### src/rtl/seq_detector_param_if.sv
// Signal bundle for the programmable serial-pattern detector.
// The master side configures the detector and feeds samples; the slave side is the detector.
interface seq_detector_param_if #(
    parameter int MAX_LEN = 8,
    parameter int LEN_W   = 4,
    parameter int CNT_W   = 8
);
    logic               cfg_load;
    logic [MAX_LEN-1:0] cfg_pattern;
    logic [LEN_W-1:0]   cfg_len;
    logic               cfg_overlap;
    logic               en;
    logic               x;
    logic               clr_count;
    logic               match;
    logic               match_q;
    logic [CNT_W-1:0]   match_count;
    logic               count_sat;

    modport master (
        output cfg_load, cfg_pattern, cfg_len, cfg_overlap, en, x, clr_count,
        input  match, match_q, match_count, count_sat
    );

    modport slave (
        input  cfg_load, cfg_pattern, cfg_len, cfg_overlap, en, x, clr_count,
        output match, match_q, match_count, count_sat
    );
endinterface

### src/rtl/seq_detector_param.sv
// Runtime-programmable Mealy detector for a 1-bit serial stream, with overlap
// control, a sample qualifier, a saturating match counter and a registered match copy.
module seq_detector_param #(
    parameter int MAX_LEN = 8,
    parameter int LEN_W   = 4,
    parameter int CNT_W   = 8
) (
    input  logic                clk,
    input  logic                rst,
    seq_detector_param_if.slave bus
);
    localparam logic [LEN_W-1:0] MAX_LEN_L = LEN_W'(MAX_LEN);
    localparam logic [CNT_W-1:0] CNT_MAX   = '1;

    // Configuration registers
    logic [MAX_LEN-1:0] pat_reg;
    logic [LEN_W-1:0]   len_reg;
    logic               ovl_reg;
    logic [LEN_W-1:0]   len_clamped;

    // The oldest of MAX_LEN history bits can never take part in a comparison
    // (the live x supplies the last bit), so only MAX_LEN-1 bits are stored.
    logic [MAX_LEN-2:0] hist_reg;
    logic [MAX_LEN-2:0] hist_next;
    logic [LEN_W-1:0]   fill_reg;
    logic [LEN_W-1:0]   fill_next;

    // Match datapath
    logic [MAX_LEN-1:0] cand;
    logic [MAX_LEN-1:0] bit_ok;
    logic [LEN_W-1:0]   len_m1;
    logic               pat_eq;
    logic               fill_ok;
    logic               match;

    // Output registers
    logic               match_q_reg;
    logic [CNT_W-1:0]   count_reg;
    logic [CNT_W-1:0]   count_next;
    logic               sat_reg;
    logic               sat_next;

    assign len_clamped = (bus.cfg_len > MAX_LEN_L) ? MAX_LEN_L : bus.cfg_len;

    assign cand = {hist_reg, bus.x};

    // Per-bit compare; bits at or above the programmed length always agree.
    genvar gi;
    generate
        for (gi = 0; gi < MAX_LEN; gi++) begin : g_cmp
            assign bit_ok[gi] = (len_reg <= LEN_W'(gi)) || (cand[gi] == pat_reg[gi]);
        end
    endgenerate

    assign pat_eq  = &bit_ok;
    assign len_m1  = len_reg - 1'b1;
    assign fill_ok = (fill_reg >= len_m1);

    // Forced low during reset and during a configuration load.
    assign match = rst & ~bus.cfg_load & bus.en & (len_reg != '0) & fill_ok & pat_eq;

    always_comb begin
        hist_next = hist_reg;
        fill_next = fill_reg;
        if (bus.cfg_load) begin
            hist_next = '0;
            fill_next = '0;
        end else if (bus.en) begin
            hist_next = cand[MAX_LEN-2:0];
            if (match && !ovl_reg) begin
                fill_next = '0;
            end else if (fill_reg < MAX_LEN_L) begin
                fill_next = fill_reg + 1'b1;
            end
        end
    end

    always_comb begin
        count_next = count_reg;
        sat_next   = sat_reg;
        if (bus.clr_count) begin
            count_next = '0;
            sat_next   = 1'b0;
        end else if (match && (count_reg != CNT_MAX)) begin
            count_next = count_reg + 1'b1;
            if (count_reg == CNT_MAX - 1'b1) begin
                sat_next = 1'b1;
            end
        end
    end

    always_ff @(posedge clk or negedge rst) begin
        if (!rst) begin
            pat_reg     <= '0;
            len_reg     <= '0;
            ovl_reg     <= 1'b1;
            hist_reg    <= '0;
            fill_reg    <= '0;
            match_q_reg <= 1'b0;
            count_reg   <= '0;
            sat_reg     <= 1'b0;
        end else begin
            if (bus.cfg_load) begin
                pat_reg <= bus.cfg_pattern;
                len_reg <= len_clamped;
                ovl_reg <= bus.cfg_overlap;
            end
            hist_reg    <= hist_next;
            fill_reg    <= fill_next;
            match_q_reg <= match;
            count_reg   <= count_next;
            sat_reg     <= sat_next;
        end
    end

    assign bus.match       = match;
    assign bus.match_q     = match_q_reg;
    assign bus.match_count = count_reg;
    assign bus.count_sat   = sat_reg;

endmodule

### src/flat_wrapper.sv
// flat-port wrapper written by rule: the top's interface ports become plain ports
module seq_detector_param_flat 
#(
    parameter int MAX_LEN = 8,
    parameter int LEN_W   = 4,
    parameter int CNT_W   = 8
)
  (clk, rst, bus_cfg_load, bus_cfg_pattern, bus_cfg_len, bus_cfg_overlap, bus_en, bus_x, bus_clr_count, bus_match, bus_match_q, bus_match_count, bus_count_sat);
  seq_detector_param_if #(.MAX_LEN(MAX_LEN), .LEN_W(LEN_W), .CNT_W(CNT_W)) bus_i ();
  input  logic clk;
  input  logic rst;
  input wire logic [$bits(bus_i.cfg_load)-1:0] bus_cfg_load;
  input wire logic [$bits(bus_i.cfg_pattern)-1:0] bus_cfg_pattern;
  input wire logic [$bits(bus_i.cfg_len)-1:0] bus_cfg_len;
  input wire logic [$bits(bus_i.cfg_overlap)-1:0] bus_cfg_overlap;
  input wire logic [$bits(bus_i.en)-1:0] bus_en;
  input wire logic [$bits(bus_i.x)-1:0] bus_x;
  input wire logic [$bits(bus_i.clr_count)-1:0] bus_clr_count;
  output wire logic [$bits(bus_i.match)-1:0] bus_match;
  output wire logic [$bits(bus_i.match_q)-1:0] bus_match_q;
  output wire logic [$bits(bus_i.match_count)-1:0] bus_match_count;
  output wire logic [$bits(bus_i.count_sat)-1:0] bus_count_sat;
  assign bus_i.cfg_load = bus_cfg_load;
  assign bus_i.cfg_pattern = bus_cfg_pattern;
  assign bus_i.cfg_len = bus_cfg_len;
  assign bus_i.cfg_overlap = bus_cfg_overlap;
  assign bus_i.en = bus_en;
  assign bus_i.x = bus_x;
  assign bus_i.clr_count = bus_clr_count;
  assign bus_match = bus_i.match;
  assign bus_match_q = bus_i.match_q;
  assign bus_match_count = bus_i.match_count;
  assign bus_count_sat = bus_i.count_sat;
  seq_detector_param #(.MAX_LEN(MAX_LEN), .LEN_W(LEN_W), .CNT_W(CNT_W)) u_core (.clk(clk), .rst(rst), .bus(bus_i));
endmodule
### config.mk
export PLATFORM = sky130hd
export DESIGN_NAME = seq_detector_param_flat
export DESIGN_NICKNAME = d
export VERILOG_FILES = /design/src/rtl/seq_detector_param_if.sv /design/src/rtl/seq_detector_param.sv /design/src/flat_wrapper.sv
export SDC_FILE = /design/constraint.sdc
export NUM_CORES = 1
export LEC_CHECK = 0
export ABC_CLOCK_PERIOD_IN_PS = 6940
export CORE_MARGIN = 2
export CORE_UTILIZATION = 57
export CTS_CLUSTER_DIAMETER = 30
export DETAILED_ROUTE_END_ITERATION = 10
export GPL_TIMING_DRIVEN = 1
export PLACE_DENSITY = 0.86
export SETUP_SLACK_MARGIN = 0.1
export SYNTH_ARGS = -nofsm -noshare
export SYNTH_HDL_FRONTEND = slang
export SYNTH_SLANG_ARGS = --single-unit
### constraint.sdc
create_clock -name clk -period 6.94 [get_ports clk]
set_clock_uncertainty 0.15 [all_clocks]
set_input_delay 1.735 -clock clk [delete_from_list [all_inputs] [get_ports clk]]
set_output_delay 1.735 -clock clk [all_outputs]
set_load 0.005 [all_outputs]
==> out/results.tsv, run 1 <==
metric	value	unit
powerDensity	173.8	nW/um^2
die_x	62.44	um
cts_hold_buf	0	
timing.final.crit_share	83.14	%
syn_to_final_growth	19.22	%
clkTransAtPathRegs	100	ps
critical_path.startpoint	bus_en	
grt_setup_unrepaired	false	
port_buffers	29	
post-dp-hpwl	2999	um
syn_inst	183	
timing.fmax	173.3	MHz
p_leak	0.9793	nW
drc	0	
design.core.area	3311	um^2
grt_util_met1	30.91	%
synth_compound_area_share	11.50	%
antenna_found_initial	0	
postRouteAntennaNets	0	
cts_tree	built	
nets	243	
finalPower	0.4034	mW
yosys_warnings	0	
cp-start-kind	primary input	
ys_seq_area_share	43.77	%
ir_drop	0.1491	mV
setup_tns	0	ps
finalSetupViolCount	0	
synth_fa_ha_area_share	7.069	%
cts_made_buffers	5	
required	5060	ps
tightest_slew	516.6	ps
status	finished clean	
r2r_end	u_core.bus.match_count[6]	
maxCapViolations	0	
synth_top_family_by_area	simple AND/OR/NAND/NOR gates	
root_buffer	clkbuf_4	
hold_viol_final	0	
syn_area_per_cell	10.64	um^2
end_kind	output pin	
die_h	62.44	um
synth.distinct_cells	44	
crit_path_end	bus_match	
fin_util	70.11	%
drt-initial-drc-count	145	
r2r_start	u_core.len_reg[1]	
final_common_cell	dfrtp_1	
ios	30	
postCtsSetupBuffers	0	
synthSimpleGateAreaFrac	17.35	%
final_cell_mix	33 x dfrtp_1, 29 x clkdlybuf4s50_1, 12 x mux2_2	
min_period	5770	ps
cts.path.max_buffers	2	
ff2ff_path_depth	9	
gr-usage-met2	37.10	%
grt_overflow	0	
grt_pass1_vias	1574	
drive_gt1_share	11.21	%
h-tree-depth	2	
row_count	21	
wl	4085	um
start_util	58.81	%
top_usage_layer	met2	
first_pass_iters	4	
routedWlPerCell	15.71	um
grt_pass1_wl	7189	um
grt_use_met3	4.505	%
grt_max_degree	35	
hp-class	reg2reg	
dieArea	3899	um^2
worstSkewPairLatency	340	ps
post_cts_resized	0	
relSlewSlack	65.30	%
critPathKind	in2out	
num_vias	1532	
synthXorXnorAreaFrac	5.398	%
cp_data_arrival_time	3890	ps
diodes	0	
vias_per_cell	5.892	
cts.sinks	34	
gp_congestion	0.8408	
ff2ff_setup_slack	3720	ps
synthesis.nets	213	
syn_area	1947	um^2
synth-seq-cells	34	
synthMuxAreaShare	11.05	%
gr-usage-all-layers	23.16	%
path_max_fanout	10	
finalMaxSlewViolations	0	
[metrics by stage]
| step | hold WS (ps) | setup WS, ps | cells | instance area (um^2) |
|---|---|---|---|---|
| 2_1_floorplan | 351.1 | 2434 | 183 | 1947 |
| 3_3_place_gp | 364.3 | 1249 | 252 | 2272 |
| 3_5_place_dp | 367.4 | 1173 | 252 | 2272 |
| 4_1_cts | 390.9 | 1177 | 260 | 2321 |
| 5_1_grt | 414.9 | 1015 | 260 | 2321 |
| 6_report | 388.1 | 1170 | 260 | 2321 |
[power breakdown]
group | total [mW] | switching, mW | internal, mW | leakage, nW
clock | 0.105 | 0.0645 | 0.0404 | 0.0265
combinational | 0.0796 | 0.0413 | 0.0383 | 0.508
sequential | 0.219 | 0.0107 | 0.208 | 0.445
total | 0.403 | 0.117 | 0.287 | 0.979
[cell families (layout without fill, tap and decap cells)]
group	after synthesis	in the layout
xor gates and xnor gates	12	12
and+or+nand+nor	60	60
buffers and inverters	17	48
muxes	20	20
adders and majority gates	11	11
DFF	34	34
AOI/OAI and AO/OA	29	29
[how the worst min path moves through the flow]
stage                    startpoint                    to  slack [ps]  depth (start not counted)
6_report          u_core.pat_reg[5]     u_core.pat_reg[5]         390                          1
5_1_grt           u_core.pat_reg[1]     u_core.pat_reg[1]         410                          1
4_1_cts           u_core.pat_reg[5]     u_core.pat_reg[5]         390                          1
3_5_place_dp      u_core.pat_reg[5]     u_core.pat_reg[5]         370                          1
3_3_place_gp   u_core.bus.count_sat  u_core.bus.count_sat         360                          2
2_1_floorplan     u_core.pat_reg[0]     u_core.pat_reg[0]         350                          1
[synth_stat cells, drive strengths merged]
master,n,area (um^2)
a22oi,1,7.510
and3,2,12.51
a2111oi,1,27.53
a41oi,3,26.28
xnor2,6,52.55
and2,1,6.260
nand2,7,26.28
or4,3,22.52
a211oi,1,7.510
o22ai,1,6.260
o31ai,4,30.03
buf,6,33.78
nand4,6,37.54
ha,11,137.6
o21bai,1,7.510
mux2i,8,80.08
o41ai,1,8.760
and4,3,26.28
a31o,1,8.760
o211ai,1,7.510
nand2b,2,12.51
nor3b,3,22.52
o21ai,2,10.01
inv,8,30.03
nor2b,3,18.77
a31oi,1,6.260
nand3,5,25.02
xor2,6,52.55
mux2,12,135.1
clkbuf,3,11.26
a21oi,8,40.04
nor4b,2,23.77
dfstp,1,26.28
a221oi,1,8.760
dfrtp,33,825.8
nor3,10,50.05
a2111o,1,11.26
o211a,1,10.01
nor2,11,41.29
or3,1,6.260
or2,1,6.260
[critical path, cell delays in order]
cell,delay (ps)
clkdlybuf4s50_1,790
o211ai_1,180
nor2_1,160
and4_1,290
and3_1,220
clkdlybuf4s50_1,510
[final cells by class]
cell class                 count  area, um^2
sequential                    34       852.1
tap                           46       57.56
fill                         262       989.7
timing repair buffer          32       312.8
multi-input combinational    132        1020
inverter                       8       30.03
clock buffer                   8       48.80
[layer usage]
metal	part of all wire (%)	routed length (um)
met1	45	1827
met3	5.9	240
met2	47	1926
met4	2.2	91
met5	0	0
Power figures use the tool's default switching activity.
==> run 2: changes to the inputs <==
Settings changed: ABC_CLOCK_PERIOD_IN_PS 6940 to 5340, CORE_UTILIZATION 57 to 53, PLACE_DENSITY 0.86 to 0.81.
Clock period 6.94 ns to 5.34 ns, I/O delays scaled along.
==> out/results.tsv, run 2 (same netlist as run 1, synthesis figures left out) <==
metric	value	unit
end_kind	output pin	
first_pass_iters	4	
vias_per_cell	5.768	
setup_tns	0	ps
finalSetupViolCount	0	
post-dp-hpwl	2873	um
timing.final.crit_share	89.29	%
design.core.area	3606	um^2
hold_viol_final	0	
finalMaxSlewViolations	0	
gp_congestion	0.8175	
clkTransAtPathRegs	60	ps
p_leak	0.9971	nW
routedWlPerCell	14.83	um
cp-start-kind	primary input	
start_util	53.99	%
timing.fmax	209.7	MHz
finalPower	0.5635	mW
post_cts_resized	0	
path_max_fanout	5	
hp-class	reg2reg	
grt_setup_unrepaired	false	
grt_max_degree	35	
port_buffers	29	
grt_pass1_vias	1462	
root_buffer	clkbuf_8	
row_count	22	
critPathKind	in2out	
drt-initial-drc-count	91	
required	3860	ps
cts_hold_buf	0	
ios	30	
grt_pass1_wl	6734	um
postLayoutSetupSlackWorst	571.9	ps
h-tree-depth	2	
min_period	4768	ps
place_inst	255	
relSlewSlack	64.07	%
postRouteAntennaNets	0	
powerDensity	238.5	nW/um^2
diodes	0	
status	finished clean	
cts_made_buffers	5	
multi_input_area	1020	um^2
die_x	64.61	um
cp_data_arrival_time	3280	ps
tightest_slew	534.9	ps
gr-usage-all-layers	20.92	%
num_vias	1517	
nets	244	
finalNonFillerCells	263	
die_h	64.61	um
cts.sinks	34	
drive_gt1_share	11.63	%
place_ws	601.1	ps
wl	3900	um
regArea	852.1	um^2
drc	0	
grt_overflow	0	
final_common_cell	dfrtp_1	
syn_to_final_growth	21.34	%
ir_drop	0.1661	mV
postCtsSetupBuffers	0	
dieArea	4174	um^2
antenna_found_initial	0	
final_cell_mix	33 x dfrtp_1, 29 x clkdlybuf4s50_1, 12 x mux2_2	
cts.path.max_buffers	2	
cts_tree	built	
num-fill-cells	289	
worstSkewPairLatency	280	ps
maxCapViolations	0	
[run 2: stage by stage]
stage                     hold WS, ps  area [um^2]  utilization [%]
after floorplan                 351.1         1947                -
after global placement          361.2         2282            63.29
after detailed placement        373.3         2282            63.29
after CTS                       385.9         2362            65.51
after global routing            408.9         2362            65.51
final                           373.3         2362            65.51
[run 2: metal layers]
metal | vias up | routed length, um | track usage, %
li1 | 730 | - | -
met1 | 742 | 1774 | 26.63
met2 | 38 | 1905 | 34.64
met3 | 7 | 166 | 3.819
met4 | 0 | 55 | 9.574
met5 | - | 0 | 0
[run 2: final timing paths]
kind | startpoint | cells after the start | endpoint | slack [ps]
min in group asynchronous | rst | 2 | u_core.hist_reg[3] | 1350
worst min register to register | u_core.bus.count_sat | 2 | u_core.bus.count_sat | 370
worst min-delay path | u_core.bus.count_sat | 2 | u_core.bus.count_sat | 370
worst max register to register | u_core.len_reg[0] | 9 | u_core.bus.match_count[6] | 2140
max in group asynchronous | rst | 2 | u_core.ovl_reg | 3360
worst max-delay path | bus_x | 6 | bus_match | 570
[run 2: final cells by class]
type	count	share of cell area, %
sequential	34	36.07
clock buffer	8	3.390
multi-input combinational	132	43.17
timing repair buffer	33	13.56
tap	48	2.542
inverter	8	1.271
[run 2: power by group]
part           internal [mW]  switching [mW]
combinational         0.0507          0.0539
sequential             0.271          0.0128
clock                 0.0924          0.0828
total                  0.414           0.149
[run 2: critical path: stages]
cell	delay, ps
clkdlybuf4s50_1	440
xor2_1	180
a2111oi_4	230
and4_1	340
and3_1	230
clkdlybuf4s50_1	530
==> run 3: changes to the inputs <==
Settings changed: CTS_CLUSTER_SIZE set to 8.
==> results of run 3 <==
Same layout as run 2: the final DEF is identical, and so are final timing and power.
